**src/rtl/lsu_pkg.sv**
```systemverilog
// Shared definitions for the load/store unit: access codes, FSM states,
// byte-enable and alignment helpers.
package lsu_pkg;

   localparam logic [2:0] MEM_NONE = 3'b000;
   localparam logic [2:0] MEM_B    = 3'b001;
   localparam logic [2:0] MEM_H    = 3'b010;
   localparam logic [2:0] MEM_W    = 3'b011;
   localparam logic [2:0] MEM_BU   = 3'b101;
   localparam logic [2:0] MEM_HU   = 3'b110;

   typedef enum logic [1:0] {IDLE, REQ, WAIT, DONE} lsu_state_t;

   function automatic logic [3:0] byte_en(input logic [2:0] op, input logic [1:0] lane);
      case (op)
         MEM_B, MEM_BU: byte_en = 4'b0001 << lane;
         MEM_H, MEM_HU: byte_en = 4'b0011 << lane;
         MEM_W:         byte_en = 4'b1111;
         default:       byte_en = 4'b0000;
      endcase
   endfunction

   // Unknown codes report as misaligned so they fault instead of touching memory.
   function automatic logic misaligned(input logic [2:0] op, input logic [1:0] lane);
      case (op)
         MEM_B, MEM_BU: misaligned = 1'b0;
         MEM_H, MEM_HU: misaligned = lane[0];
         MEM_W:         misaligned = (lane != 2'b00);
         default:       misaligned = 1'b1;
      endcase
   endfunction

endpackage

```
**src/rtl/lsu_load_align.sv**
```systemverilog
// Combinational load-lane select and sign/zero extension.
module lsu_load_align
   import lsu_pkg::*;
(
   input  logic [31:0] dmem_rdata,
   input  logic [1:0]  lane,
   input  logic [2:0]  mem_op,
   output logic [31:0] ld_data
);

   logic [31:0] shifted;

   always_comb begin
      shifted = dmem_rdata >> {lane, 3'b000};
      case (mem_op)
         MEM_B:   ld_data = {{24{shifted[7]}}, shifted[7:0]};
         MEM_BU:  ld_data = {24'h0, shifted[7:0]};
         MEM_H:   ld_data = {{16{shifted[15]}}, shifted[15:0]};
         MEM_HU:  ld_data = {16'h0, shifted[15:0]};
         default: ld_data = dmem_rdata;
      endcase
   end

endmodule

```
**src/rtl/lsu_mem_stage.sv**
```systemverilog
// Memory-stage load/store unit: req/gnt/rvalid handshake, lane shifting, load extension.
// Optional watchdog enabled by defining LSU_TIMEOUT_EN.
module lsu_mem_stage
  import lsu_pkg::*;
#(
  parameter int unsigned TIMEOUT = 255
)
(
  input  logic        clk,
  input  logic        rst,
  input  logic        start,
  input  logic        is_store,
  input  logic [2:0]  mem_op,
  input  logic [31:0] addr,
  input  logic [31:0] wdata,
  output logic        busy,
  output logic        done,
  output logic        fault,
  output logic [31:0] rdata,
  output logic        dmem_req,
  output logic        dmem_we,
  output logic [31:0] dmem_addr,
  output logic [3:0]  dmem_be,
  output logic [31:0] dmem_wdata,
  input  logic        dmem_gnt,
  input  logic        dmem_rvalid,
  input  logic [31:0] dmem_rdata
);

  lsu_state_t  state, state_nxt;
  logic [2:0]  op_q;
  logic [1:0]  lane_q;
  logic        accept, flt, ld_done, tmo;
  logic [31:0] ld_data;

  lsu_load_align u_align (
    .dmem_rdata (dmem_rdata),
    .lane       (lane_q),
    .mem_op     (op_q),
    .ld_data    (ld_data)
  );

`ifdef LSU_TIMEOUT_EN
  localparam logic [7:0] LIMIT = 8'(TIMEOUT - 1);
  logic [7:0] cnt;

  always_ff @(posedge clk or posedge rst) begin
    if (rst)
      cnt <= '0;
    else if (accept)
      cnt <= '0;
    else if (state == REQ || state == WAIT)
      cnt <= cnt + 8'd1;
  end

  assign tmo = (state == REQ || state == WAIT) && (cnt == LIMIT);
`else
  assign tmo = 1'b0;
`endif

  always_comb begin
    state_nxt = state;
    accept    = 1'b0;
    flt       = 1'b0;
    ld_done   = 1'b0;
    case (state)
      IDLE: if (start) begin
        if (mem_op == MEM_NONE)
          state_nxt = DONE;
        else if (misaligned(mem_op, addr[1:0]))
          flt = 1'b1;
        else begin
          state_nxt = REQ;
          accept    = 1'b1;
        end
      end
      REQ: if (dmem_gnt)
             state_nxt = dmem_we ? DONE : WAIT;
           else if (tmo) begin
             state_nxt = IDLE;
             flt       = 1'b1;
           end
      WAIT: if (dmem_rvalid) begin
              state_nxt = DONE;
              ld_done   = 1'b1;
            end else if (tmo) begin
              state_nxt = IDLE;
              flt       = 1'b1;
            end
      DONE: state_nxt = IDLE;
      default: state_nxt = IDLE;
    endcase
  end

  always_ff @(posedge clk or posedge rst) begin
    if (rst) begin
      state      <= IDLE;
      op_q       <= MEM_NONE;
      lane_q     <= 2'b00;
      busy       <= 1'b0;
      done       <= 1'b0;
      fault      <= 1'b0;
      rdata      <= '0;
      dmem_req   <= 1'b0;
      dmem_we    <= 1'b0;
      dmem_addr  <= '0;
      dmem_be    <= '0;
      dmem_wdata <= '0;
    end else begin
      state    <= state_nxt;
      busy     <= (state_nxt != IDLE);
      done     <= (state_nxt == DONE);
      fault    <= flt;
      dmem_req <= (state_nxt == REQ);
      if (accept) begin
        op_q       <= mem_op;
        lane_q     <= addr[1:0];
        dmem_we    <= is_store;
        dmem_addr  <= {addr[31:2], 2'b00};
        dmem_be    <= byte_en(mem_op, addr[1:0]);
        dmem_wdata <= wdata << {addr[1:0], 3'b000};
      end
      if (ld_done)
        rdata <= ld_data;
    end
  end

endmodule

```
**config.mk**
```make
export PLATFORM = sky130hd
export DESIGN_NAME = lsu_mem_stage
export DESIGN_NICKNAME = d
export VERILOG_FILES = /design/src/rtl/lsu_pkg.sv /design/src/rtl/lsu_load_align.sv /design/src/rtl/lsu_mem_stage.sv
export SDC_FILE = /design/constraint.sdc
export NUM_CORES = 1
export LEC_CHECK = 0
export ABC_AREA = 1
export ABC_CLOCK_PERIOD_IN_PS = 11670
export BUFFER_PORTS_ARGS = -buffer_cell sky130_fd_sc_hd__clkbuf_2
export CORE_MARGIN = 5
export CORE_UTILIZATION = 35
export CTS_CLUSTER_DIAMETER = 30
export CTS_CLUSTER_SIZE = 40
export DETAILED_ROUTE_END_ITERATION = 6
export HOLD_SLACK_MARGIN = 0.1
export MAX_ROUTING_LAYER = met4
export PLACE_DENSITY = 0.58
export SETUP_SLACK_MARGIN = 0.02
export SYNTH_ARGS = -nofsm -noshare
export SYNTH_HDL_FRONTEND = slang
export SYNTH_SLANG_ARGS = --single-unit
```
**constraint.sdc**
```tcl
create_clock -name clk -period 11.67 [get_ports clk]
set_clock_uncertainty 0.1 [all_clocks]
set_input_delay 2.334 -clock clk [delete_from_list [all_inputs] [get_ports clk]]
set_output_delay 2.334 -clock clk [all_outputs]
set_load 0.02 [all_outputs]
```
# Word level (Yosys, flattened, before mapping)
# Index checks and enable logic that the tools add are counted.
# Widths: inputs -> output; s select.
word_totals:
  word_cells: 59
  reg_bits: 110
  out_inout_bits: 105
  in_bits: 105
op_classes:
  mux: 23
  shift: 4
  reduce_logical: 6
  n_eq_ne: 14
op_table:
  columns: ["op", "n"]
  rows:
  - ["$pmux 32 s4", 1]
  - ["$shl 32x5->32", 1]
  - ["$shr 32x5->16", 1]
  - ["$mux 1", 14]
  - ["$eq 3x3->1 const B", 4]
  - ["$pmux 4 s3", 1]
  - ["$mux 2", 5]
  - ["$eq 3x2->1 const B", 3]
  - ["$pmux 2 s4", 1]
  - ["$eq 2x2->1 const B", 3]
  - ["$eq 3x1->1 const B", 2]
  - ["$eq 2x1->1 const B", 2]
  - ["$reduce_bool 2->1", 2]
  - ["$reduce_or 2->1", 2]
  - ["$shl 1x2->4 const A", 1]
  - ["$shl 2x2->4 const A", 1]
  - ["$logic_not 3->1", 1]
  - ["$pmux 1 s3", 1]
  - ["$logic_not 2->1", 1]

# Depth between registers and ports, before layout
# Gate-level depths: netlist of run 1.
logic_depth:
  depth_word: 11
  ltp_mapped: 11
  ltp_nobuf: 9

# Hierarchy
# A second synthesis of run 1 with hierarchy kept.
hier_totals:
  hier_cells: 772
  area_unflattened_um2: 5874.4
by_module_without_submodules:
  columns: ["module", "cells_each", "instances", "seq_area_each_um2", "area_each_um2"]
  rows:
  - ["lsu_mem_stage", 578, 1, 2752.6, 4988.5]
  - ["lsu_load_align", 194, 1, 0.0, 885.8]

# Worst setup path after synthesis of run 1
# No wires, ideal clock.
synth_timing:
  path_type: "input port to flip-flop"
  from: "input port mem_op[0]"
  to: "register dmem_addr[10]"
  setup_time_ps: 116
  n_path_buf: 2
  arrival_time_ps: 3418
  required_ps: 11454
  setup_slack_ps: 8036
  cell_stages: 10
  cell_sequence: "inv_1 > ha_1 > nand2_1 > inv_1 > nor2_1 > nand3_2 > buf_2 > buf_4 > nand2_1 > nand2_1"
synth_between:
  elab_chain_cells: 10
  elab_cells_between_ends: 16
  cone_classes: "5 x eq/ne; 8 x mux; 3 x reduce/logical"
synth_rtl:
  columns: ["item", "line_no", "source"]
  rows:
  - ["start: declaration", "lsu_mem_stage.sv:13", "input logic [2:0] mem_op,"]
  - ["$eq 3x2->1, or another cell as far along", "lsu_pkg.sv:25", "case (op)"]
  - ["$reduce_or 2->1", "lsu_pkg.sv:25", null]
  - ["$pmux 1 s3", "lsu_pkg.sv:25", null]
  - ["$mux 1", "lsu_mem_stage.sv:68", "if (mem_op == MEM_NONE)"]
  - ["$mux 1", "lsu_mem_stage.sv:67", "IDLE: if (start) begin"]
  - ["$mux 1", "lsu_mem_stage.sv:66", "case (state)"]
  - ["$mux 1", "lsu_mem_stage.sv:70", "else if (misaligned(mem_op, addr[1:0]))"]
  - ["$mux 1 *", "lsu_mem_stage.sv:68", null]
  - ["$mux 1 *", "lsu_mem_stage.sv:67", null]
  - ["$mux 1 *", "lsu_mem_stage.sv:66", null]
  - ["end signal: assignment", "lsu_mem_stage.sv:119", "dmem_addr <= {addr[31:2], 2'b00};"]
  - ["end: declaration", "lsu_mem_stage.sv:22", "output logic [31:0] dmem_addr,"]
# Mark *: on every way between the ends. The rest lies on a longest branch, timed or not. The select of a mux whose other input is x is not followed.
# A chain may end at the register's enable or synchronous reset.

# Worst setup path in the final report of run 1
layout_timing:
  from: "input port addr[1]"
  to: "register dmem_wdata[31]"
layout_between:
  elab_chain_cells: 9
  elab_cells_between_ends: 10
  cone_classes: "1 x shift; 8 x mux; 1 x reduce/logical"
layout_rtl:
  columns: ["item", "line_no", "source"]
  rows:
  - ["start: declaration", "lsu_mem_stage.sv:14", "input logic [31:0] addr,"]
  - ["$reduce_bool 2->1", "lsu_pkg.sv:28", "MEM_W: misaligned = (lane != 2'b00);"]
  - ["$pmux 1 s3", "lsu_pkg.sv:25", null]
  - ["$mux 1", "lsu_mem_stage.sv:68", null]
  - ["$mux 1", "lsu_mem_stage.sv:67", null]
  - ["$mux 1", "lsu_mem_stage.sv:66", null]
  - ["$mux 1", "lsu_mem_stage.sv:70", null]
  - ["$mux 1", "lsu_mem_stage.sv:68", null]
  - ["$mux 1", "lsu_mem_stage.sv:67", null]
  - ["$mux 1", "lsu_mem_stage.sv:66", null]
  - ["end signal: assignment", "lsu_mem_stage.sv:121", "dmem_wdata <= wdata << {addr[1:0], 3'b000};"]
  - ["end: declaration", "lsu_mem_stage.sv:24", "output logic [31:0] dmem_wdata,"]
# Parallel ways exist; a longest one is shown, timed or not. The select of a mux whose other input is x is not followed.

==> results.sh, run 1 <==
export IMPL_post_route_drc_count=0
export IMPL_area_growth_pct=23.9
export IMPL_synth_async_reset_ratio=1.00
export IMPL_grt_met2_usage=0.280
export IMPL_root_buffer="clkbuf_16"
export IMPL_tns_ns=0
export IMPL_startpoint_type="input port"
export IMPL_cp_max_fo=89
export IMPL_io_buffers=207
export IMPL_drt_iter0_drc=367
export IMPL_grt_max_degree=90
export IMPL_cts_buffers=9
export IMPL_synth_cell_type_count=25
export IMPL_fin_nets=1053
export IMPL_max_cap_violations=0
export IMPL_postRouteAntennaNets=0
export IMPL_grt_util_all_layers=0.184
export IMPL_avgSynthCellArea_sq_um=7.47
export IMPL_ys_warn_count=0
export IMPL_maxSlewViolCount=0
export IMPL_fmax_mhz=183
export IMPL_period_needed_ns=5.47
export IMPL_setup_worst_path_class="in2reg"
export IMPL_fin_crit_sh=0.468
export IMPL_insertion_delay_ns=0.35
export IMPL_n_antenna_cell=0
export IMPL_status="finished clean"
export IMPL_netlist_area_leader_share=0.479
export IMPL_drive_gt1_frac=0.280
export IMPL_critPathCaptureType="flop"
export IMPL_core_area_sq_mm=0.0160
export IMPL_crit_arrival_ns=5.66
export IMPL_dieHeight_microns=138
export IMPL_required_ns=11.86
export IMPL_synth_seq_cells=110
export IMPL_tightestPinTransition_ns=1.11
export IMPL_drt_wl_total_microns=17300
export IMPL_use_met3=0.0355
export IMPL_synth_most_common_cell="nand2_1"
export IMPL_num_io_pins=210
export IMPL_whs_ns=0.380
export IMPL_tritoncts="yes"
export IMPL_grt_busiest_layer="met2"
export IMPL_vias_per_cell=4.71
export IMPL_synth_common_cells="nand2_1 (286), dfrtp_1 (110), inv_1 (65), a21oi_1 (59), nand3_1 (58)"
export IMPL_numClockSinks=110
export IMPL_vdd_drop_max_mv=0.123
export IMPL_synth_area_sq_mm=0.00574
export IMPL_powerDensity_mw_per_mm2=270
export IMPL_cts_buffer_depth=2
export IMPL_leakagePower_uw=0.00403
export IMPL_grt_pass1_wl_microns=28200
export IMPL_first_global_vias=5406
export IMPL_antenna_found_initial=0
export IMPL_synth_edf_count=0
export IMPL_cts_resized=0
export IMPL_dp_hpwl_microns=12500
export IMPL_post_cts_setup_buffers=0
export IMPL_hold_violations=0
export IMPL_yosys_top_cells_area="dfrtp_1 (48%), nand2_1 (19%), a21oi_1 (5.1%)"
export IMPL_htreeDepth=3
export IMPL_globalplace_congestion=0.878
export IMPL_vias=5472
export IMPL_path_clk_slew_ns=0.08
export IMPL_firstDrtPassIters=4
export IMPL_cts_hold_buf=0
export IMPL_rsz0062_at_grt="false"
export IMPL_initial_core_util=0.359
export IMPL_rows=46
export IMPL_min_path_type="reg2reg"
export IMPL_die_w_microns=138
export IMPL_dieArea_sq_mm=0.0191
export IMPL_yosysSeqAreaShare=0.479
export IMPL_yosys_area_top_type="dfrtp_1"
export IMPL_wire_per_inst_microns=14.9
export IMPL_grt_overflow_total=0
export IMPL_timing_slew_headroom=0.263
export IMPL_setup_viol=0
export IMPL_ys_flop_type="dfrtp_1"
export IMPL_postSynthCellCount=769
export IMPL_grtUsageMet1=0.250
layout by cell type, fill, tap and decap left out, types with 2 or more instances in the layout:
cell       synthesis  final
nand2_2           11     11
ha_1               6      6
o211ai_1           7      7
inv_8              0      2
dfrtp_1          110    110
clkbuf_16          0      9
a2bb2oi_1          8      8
inv_1             65     64
o21ai_0           55     55
nand3_1           58     58
inv_2              5      5
conb_1             1      2
a31oi_1            3      3
nor2_1            23     23
nand2_1          286    286
clkbuf_2           0    207
a21oi_1           59     59
or2_2             17     17
inv_6              0      2
buf_4              6      3
registers in the layout, indices dropped and copies added, names as in the netlist:
signal,count
lane_q,2
rdata,32
state,2
dmem_we,1
dmem_addr,30
dmem_wdata,32
dmem_req,1
dmem_be,4
op_q,3
fault,1
done,1
busy,1
worst max-delay path, stage by stage:
cell and delay, ns:
clkbuf_2 0.33, inv_2 0.46, nand2_1 0.13, a21oi_2 0.23
nand3_4 0.71, inv_2 1.14, nand3_1 0.17, nand2_1 0.11
worst paths after layout:
path / from / to / slack [ns] / cells past startpoint
setup / recovery: addr[1] / dmem_wdata[31] / 6.20 / 8
hold / removal: dmem_addr[22] / dmem_addr[22] / 0.38 / 2
setup reg to reg: state[1] / dmem_wdata[31] / 8.44 / 7
hold reg to reg: dmem_addr[22] / dmem_addr[22] / 0.38 / 2
max in group asynchronous: rst / rdata[5] / 8.25 / 3
min in group asynchronous: rst / dmem_addr[23] / 1.88 / 2
report_power, final:
part,switching [uW],internal [uW],total [uW]
clock network,161,152,313
logic,625,310,935
registers,115,561,676
through the flow:
stage          setup WS [ns]  cells   util  power (uW)  instance area, sq um
2_1_floorplan           6.33    770      -        1310                  5750
3_3_place_gp            5.80   1147  0.426        1620                  6820
3_5_place_dp            5.76   1147  0.426        1630                  6820
4_1_cts                 6.13   1163  0.445        1950                  7120
5_1_grt                 5.72   1163  0.445        2070                  7120
6_report                6.20   1163  0.445        1920                  7120
metal layers:
metal	vias up	part of all wire
met4	0	0.016
met3	26	0.056
met2	182	0.46
met1	2510	0.47
li1	2754	-
met5	-	0
cell type report:
cell class	instances	area (sq um)
tap	216	270
inverter	72	274
sequential	110	2750
clock inverter	7	72.6
multi-input combinational	539	2460
timing repair buffer	210	1060
fill	1732	8880
clock buffer	9	225
logic make-up (layout without fill, tap and decap cells):
kind of cell | count (synthesis) | after routing | share of synthesized area
buf+inv | 121 | 298 | 0.0939
fa+ha+maj | 6 | 6 | 0.0131
compound gates | 133 | 133 | 0.125
other cells | 1 | 2 | 0.000653
simple gates | 398 | 398 | 0.288
flops | 110 | 110 | 0.479
Note: power is estimated with default switching activity, not from simulation.
==> run 2, diff against run 1 <==
--- a/config.mk
+++ b/config.mk
@@ -6,7 +6,7 @@
 export NUM_CORES = 1
 export LEC_CHECK = 0
 export ABC_AREA = 1
-export ABC_CLOCK_PERIOD_IN_PS = 11670
+export ABC_CLOCK_PERIOD_IN_PS = 5550
 export BUFFER_PORTS_ARGS = -buffer_cell sky130_fd_sc_hd__clkbuf_2
 export CORE_MARGIN = 5
 export CORE_UTILIZATION = 35
==> constraint.sdc (replaced) <==
create_clock -name clk -period 5.55 [get_ports clk]
set_clock_uncertainty 0.1 [all_clocks]
set_input_delay 1.11 -clock clk [delete_from_list [all_inputs] [get_ports clk]]
set_output_delay 1.11 -clock clk [all_outputs]
set_load 0.02 [all_outputs]
==> run 2 against run 1 <==
Combinational power increased by 110%; power is 110% higher; first-iteration DRC count decreased by 3.8%; critical path depth unchanged; die area did not move; count of clock-buffer cells in the layout did not move.
==> results.sh, run 2 (synthesis results as in run 1) <==
export IMPL_status="finished clean"
export IMPL_dp_hpwl_microns=12500
export IMPL_cts_buffers=9
export IMPL_core_area_sq_mm=0.0160
export IMPL_grt_util_all_layers=0.182
export IMPL_critPathCaptureType="flop"
export IMPL_wire_per_inst_microns=14.8
export IMPL_htreeDepth=3
export IMPL_vdd_drop_max_mv=0.302
export IMPL_whs_ns=0.383
export IMPL_finalPower_uw=4040
export IMPL_leakagePower_uw=0.00404
export IMPL_tightestPinTransition_ns=1.13
export IMPL_timing_slew_headroom=0.250
export IMPL_root_buffer="clkbuf_16"
export IMPL_top_regs="dmem_wdata: 32 flops, rdata: 32 flops, dmem_addr: 30 flops"
export IMPL_rsz0062_at_grt="false"
export IMPL_crit_arrival_ns=3.47
export IMPL_worst_path_max_delay_cell="inv_2"
export IMPL_cts_buffer_depth=2
export IMPL_setup_worst_path_class="in2reg"
export IMPL_cp_max_fo=56
export IMPL_post_route_drc_count=0
export IMPL_dieHeight_microns=138
export IMPL_maxSlewViolCount=0
export IMPL_fmax_mhz=305
export IMPL_path_cells="clkbuf_2 > inv_2 > nand2_1 > a21oi_2 > nand3_4 > inv_2 > nand3_1 > nand2_1"
export IMPL_cts_hold_buf=0
export IMPL_tns_ns=0
export IMPL_comb_power_share=0.484
export IMPL_globalplace_congestion=0.881
export IMPL_powerDensity_mw_per_mm2=568
export IMPL_final_cell_mix="nand2_1 (286), clkbuf_2 (207), dfrtp_1 (110)"
export IMPL_drt_iter0_drc=353
export IMPL_grt_max_degree=89
export IMPL_startpoint_type="input port"
export IMPL_min_path_type="reg2reg"
export IMPL_num_io_pins=210
export IMPL_rows=46
export IMPL_firstDrtPassIters=4
export IMPL_first_global_vias=5343
export IMPL_path_clk_slew_ns=0.09
export IMPL_place_inst=1148
export IMPL_p_int_uw=2150
export IMPL_vias=5429
export IMPL_layoutNonFillerInstCount=1164
export IMPL_numClockSinks=110
export IMPL_hold_violations=0
export IMPL_netSwitchingPower_uw=1890
export IMPL_p_sw_frac=0.467
export IMPL_max_cap_violations=0
export IMPL_pwr_share_seq=0.354
export IMPL_tritoncts="yes"
export IMPL_final_common_cell="nand2_1"
export IMPL_antenna_found_initial=0
export IMPL_die_w_microns=138
export IMPL_fin_nets=1054
export IMPL_vias_per_cell=4.66
export IMPL_fin_util=0.445
export IMPL_cpPeakStageDelay_ns=0.76
export IMPL_postRouteAntennaNets=0
export IMPL_setup_viol=0
export IMPL_multiInputGateArea_sq_mm=0.00246
export IMPL_grt_overflow_total=0
export IMPL_grt_pass1_wl_microns=27900
export IMPL_cts_resized=0
export IMPL_insertion_delay_ns=0.35
export IMPL_initial_core_util=0.359
export IMPL_required_ns=5.74
export IMPL_period_needed_ns=3.27
export IMPL_fin_crit_sh=0.590
export IMPL_drive_gt1_frac=0.281
export IMPL_io_buffers=207
export IMPL_area_growth_pct=24.0
export IMPL_dieArea_sq_mm=0.0191
export IMPL_drt_wl_total_microns=17200
export IMPL_post_cts_setup_buffers=0
export IMPL_seqCellArea_sq_mm=0.00275
export IMPL_power_frac_clock=0.162
export IMPL_fill_cells=1705
export IMPL_n_antenna_cell=0
==> run 2: final cells by class <==
| type | instances | share of cell area |
|---|---|---|
| clock buffer | 9 | 0.0316 |
| sequential | 110 | 0.387 |
| multi-input combinational | 539 | 0.346 |
| inverter | 72 | 0.0385 |
| clock inverter | 7 | 0.0100 |
| timing repair buffer | 211 | 0.150 |
| tap | 216 | 0.0379 |
==> run 2: power groups by stage <==
stage               Combinational (uW)  Clock, uW  Sequential [uW]
floorplan                          940          0             1820
global placement                  1970          0             1440
detailed placement                1990          0             1440
CTS                               1990        676             1430
global route                      2160        706             1490
finish                            1960        656             1430
==> run 2: path summary, 6_finish.rpt <==
kind                       slack, ns  depth (start not counted)        endpoint    startpoint
min                             0.38                          2    dmem_addr[5]  dmem_addr[5]
min in group asynchronous       0.83                          2   dmem_addr[15]           rst
max in group asynchronous       3.45                          3  dmem_wdata[12]           rst
max                             2.28                          8  dmem_wdata[24]       addr[1]
max reg2reg                     2.75                          5       rdata[17]       op_q[0]
min reg2reg                     0.38                          2    dmem_addr[5]  dmem_addr[5]
==> run 2: metal layers <==
metal | global-route usage | part of all wire | vias up | routed length, microns
met5 | - | 0 | - | 0
met4 | 0.0437 | 0.013 | 0 | 221
met3 | 0.0493 | 0.068 | 15 | 1170
met2 | 0.280 | 0.46 | 178 | 7920
met1 | 0.240 | 0.46 | 2467 | 7920
li1 | - | - | 2769 | -
==> run 2: critical path, delay by kind of cell <==
| family | cells | cell delay (ns) |
|---|---|---|
| buffers and inverters | 3 | 1.58 |
| AO/OA/AOI/OAI | 1 | 0.23 |
| AND/OR/NAND/NOR | 4 | 0.49 |
==> run 2: through the flow <==
| step | area (sq um) | setup WS [ns] |
|---|---|---|
| 4_1_cts | 7120 | 2.27 |
| 3_5_place_dp | 6830 | 1.90 |
| 2_1_floorplan | 5750 | 1.44 |
| 6_report | 7120 | 2.28 |
| 5_1_grt | 7120 | 2.02 |
| 3_3_place_gp | 6830 | 1.94 |
==> run 3, diff against run 2 <==
--- a/config.mk
+++ b/config.mk
@@ -6,7 +6,7 @@
 export NUM_CORES = 1
 export LEC_CHECK = 0
 export ABC_AREA = 1
-export ABC_CLOCK_PERIOD_IN_PS = 5550
+export ABC_CLOCK_PERIOD_IN_PS = 2690
 export BUFFER_PORTS_ARGS = -buffer_cell sky130_fd_sc_hd__clkbuf_2
 export CORE_MARGIN = 5
 export CORE_UTILIZATION = 35
@@ -15,7 +15,7 @@
 export DETAILED_ROUTE_END_ITERATION = 6
 export HOLD_SLACK_MARGIN = 0.1
 export MAX_ROUTING_LAYER = met4
-export PLACE_DENSITY = 0.58
+export PLACE_DENSITY = 0.6
 export SETUP_SLACK_MARGIN = 0.02
 export SYNTH_ARGS = -nofsm -noshare
 export SYNTH_HDL_FRONTEND = slang
==> constraint.sdc (replaced) <==
create_clock -name clk -period 2.69 [get_ports clk]
set_clock_uncertainty 0.1 [all_clocks]
set_input_delay 0.538 -clock clk [delete_from_list [all_inputs] [get_ports clk]]
set_output_delay 0.538 -clock clk [all_outputs]
set_load 0.02 [all_outputs]
==> run 3 against run 2 <==
Critical path depth stayed put; die area stayed put; design area is 1.8% higher; flip-flop and latch count stayed put; combinational power is 110% higher; first-iteration DRC count is 8.2% higher; sequential power is 100% higher; cell count is 0.77% higher; non-clock buffer count is 9 higher; clock power is 130% higher; wire length is 2.2% higher; critical endpoint is now lane_q[0]; largest power group unchanged.
==> results.sh, run 3 (synthesis results as in run 1) <==
export IMPL_status="finished clean"
export IMPL_crit_arrival_ns=2.13
export IMPL_first_global_vias=5511
export IMPL_vias_per_cell=4.79
export IMPL_final_common_cell="nand2_1"
export IMPL_min_path_type="in2async"
export IMPL_p_sw_frac=0.456
export IMPL_period_needed_ns=2.02
export IMPL_cpPeakStageDelay_ns=0.66
export IMPL_fin_nets=1063
export IMPL_fmax_mhz=494
export IMPL_insertion_delay_ns=0.35
export IMPL_dieHeight_microns=138
export IMPL_vdd_drop_max_mv=0.394
export IMPL_num_io_pins=210
export IMPL_leakagePower_uw=0.00410
export IMPL_comb_power_share=0.488
export IMPL_path_clk_slew_ns=0.08
export IMPL_htreeDepth=3
export IMPL_core_area_sq_mm=0.0160
export IMPL_tightestPinTransition_ns=0.876
export IMPL_tns_ns=0
export IMPL_rsz0062_at_grt="false"
export IMPL_cp_max_fo=88
export IMPL_pwr_share_seq=0.338
export IMPL_vias=5622
export IMPL_crit_buf_inv=3
export IMPL_root_buffer="clkbuf_16"
export IMPL_cts_hold_buf=0
export IMPL_powerDensity_mw_per_mm2=1180
export IMPL_rows=46
export IMPL_firstDrtPassIters=5
export IMPL_grt_util_all_layers=0.189
export IMPL_io_buffers=207
export IMPL_r2r_slack_ns=0.75
export IMPL_setup_viol=0
export IMPL_dieArea_sq_mm=0.0191
export IMPL_initial_core_util=0.359
export IMPL_layoutNonFillerInstCount=1173
export IMPL_n_antenna_cell=0
export IMPL_wire_per_inst_microns=15.0
export IMPL_postRouteAntennaNets=0
export IMPL_die_w_microns=138
export IMPL_cp_startpoint="mem_op[0]"
export IMPL_path_cells="clkbuf_2 > inv_1 > ha_1 > nor2_1 > nand2_1 > nand3_4 > buf_4 > o21ai_0"
export IMPL_antenna_found_initial=0
export IMPL_critPathCaptureType="flop"
export IMPL_maxSlewViolCount=0
export IMPL_drt_wl_total_microns=17600
export IMPL_top_regs="dmem_wdata: 32 flops, rdata: 32 flops, dmem_addr: 30 flops"
export IMPL_startpoint_type="input port"
export IMPL_cts_resized=0
export IMPL_drt_iter0_drc=382
export IMPL_final_cell_mix="nand2_1 (286), clkbuf_2 (207), dfrtp_1 (110)"
export IMPL_fill_cells=1706
export IMPL_grt_overflow_total=0
export IMPL_r2r_start="lane_q[0]"
export IMPL_area_growth_pct=26.2
export IMPL_cts_buffer_depth=2
export IMPL_netSwitchingPower_uw=3920
export IMPL_place_inst=1157
export IMPL_max_cap_violations=0
export IMPL_p_int_uw=4660
export IMPL_fin_crit_sh=0.752
export IMPL_dp_hpwl_microns=12500
export IMPL_worst_path_max_delay_cell="buf_4"
export IMPL_grt_max_degree=111
export IMPL_grt_pass1_wl_microns=28900
export IMPL_post_cts_setup_buffers=0
export IMPL_tritoncts="yes"
export IMPL_drive_gt1_frac=0.287
export IMPL_globalplace_congestion=0.883
export IMPL_numClockSinks=110
export IMPL_setup_worst_path_class="in2reg"
export IMPL_cp_top_family="buffers and inverters"
export IMPL_hold_violations=0
export IMPL_post_route_drc_count=0
export IMPL_setup_ws_ns=0.666
export IMPL_cts_buffers=9
export IMPL_place_worst_setup_slack_ns=0.283
export IMPL_power_frac_clock=0.174
export IMPL_timing_slew_headroom=0.416
export IMPL_required_ns=2.80
## run 3: cell types whose count changed in the layout (fill, tap and decap cells not counted)
cell        before  now
buf_12           0    2
buf_4            4   11
inv_8            4    1
bufinv_16        0    2
inv_4            1    0
clkinvlp_4       0    2
## run 3: worst paths after layout
path                            endpoint  cells past startpoint
min reg2reg                 dmem_addr[8]                      2
max in group asynchronous       rdata[2]                      3
max                            lane_q[0]                      8
min in group clk           dmem_addr[16]                      3
min                        dmem_addr[21]                      3
max reg2reg                    rdata[26]                      7
## run 3: layer usage
layer	up-vias	track usage	wire length, microns
li1	2786	-	-
met1	2609	0.255	7990
met2	211	0.283	8030
met3	16	0.0490	1360
met4	0	0.0536	231
met5	-	-	0
## run 3: layout make-up
| class | count | area, sq um | share of cell area |
|---|---|---|---|
| Clock inverter | 7 | 105 | 0.0145 |
| Tap cell | 216 | 270 | 0.0373 |
| Clock buffer | 9 | 225 | 0.0311 |
| Inverter | 72 | 275 | 0.0380 |
| Multi-Input combinational cell | 539 | 2460 | 0.340 |
| Timing Repair Buffer | 220 | 1160 | 0.160 |
| Sequential cell | 110 | 2750 | 0.380 |
## run 3: power groups by stage
| stage | registers (uW) | logic [uW] | clock network, uW |
|---|---|---|---|
| floorplan | 3760 | 1940 | 0 |
| global placement | 2940 | 4160 | 0 |
| detailed placement | 2920 | 4240 | 0 |
| CTS | 2910 | 4240 | 1530 |
| global route | 3010 | 4650 | 1590 |
| finish | 2900 | 4180 | 1490 |
## run 3: stage by stage
step	area, sq um	util	total power (uW)	hold WS [ns]
floorplan	5750	-	5690	0.376
finish	7250	0.453	8580	0.233
detailed placement	6920	0.432	7150	0.364
global placement	6920	0.432	7100	0.363
global route	7250	0.453	9250	0.262
CTS	7250	0.453	8680	0.255
## run 3: worst min-delay path: stages
cell        delay, ns
clkbuf_2         0.10
clkinvlp_4       0.07
buf_12           0.43
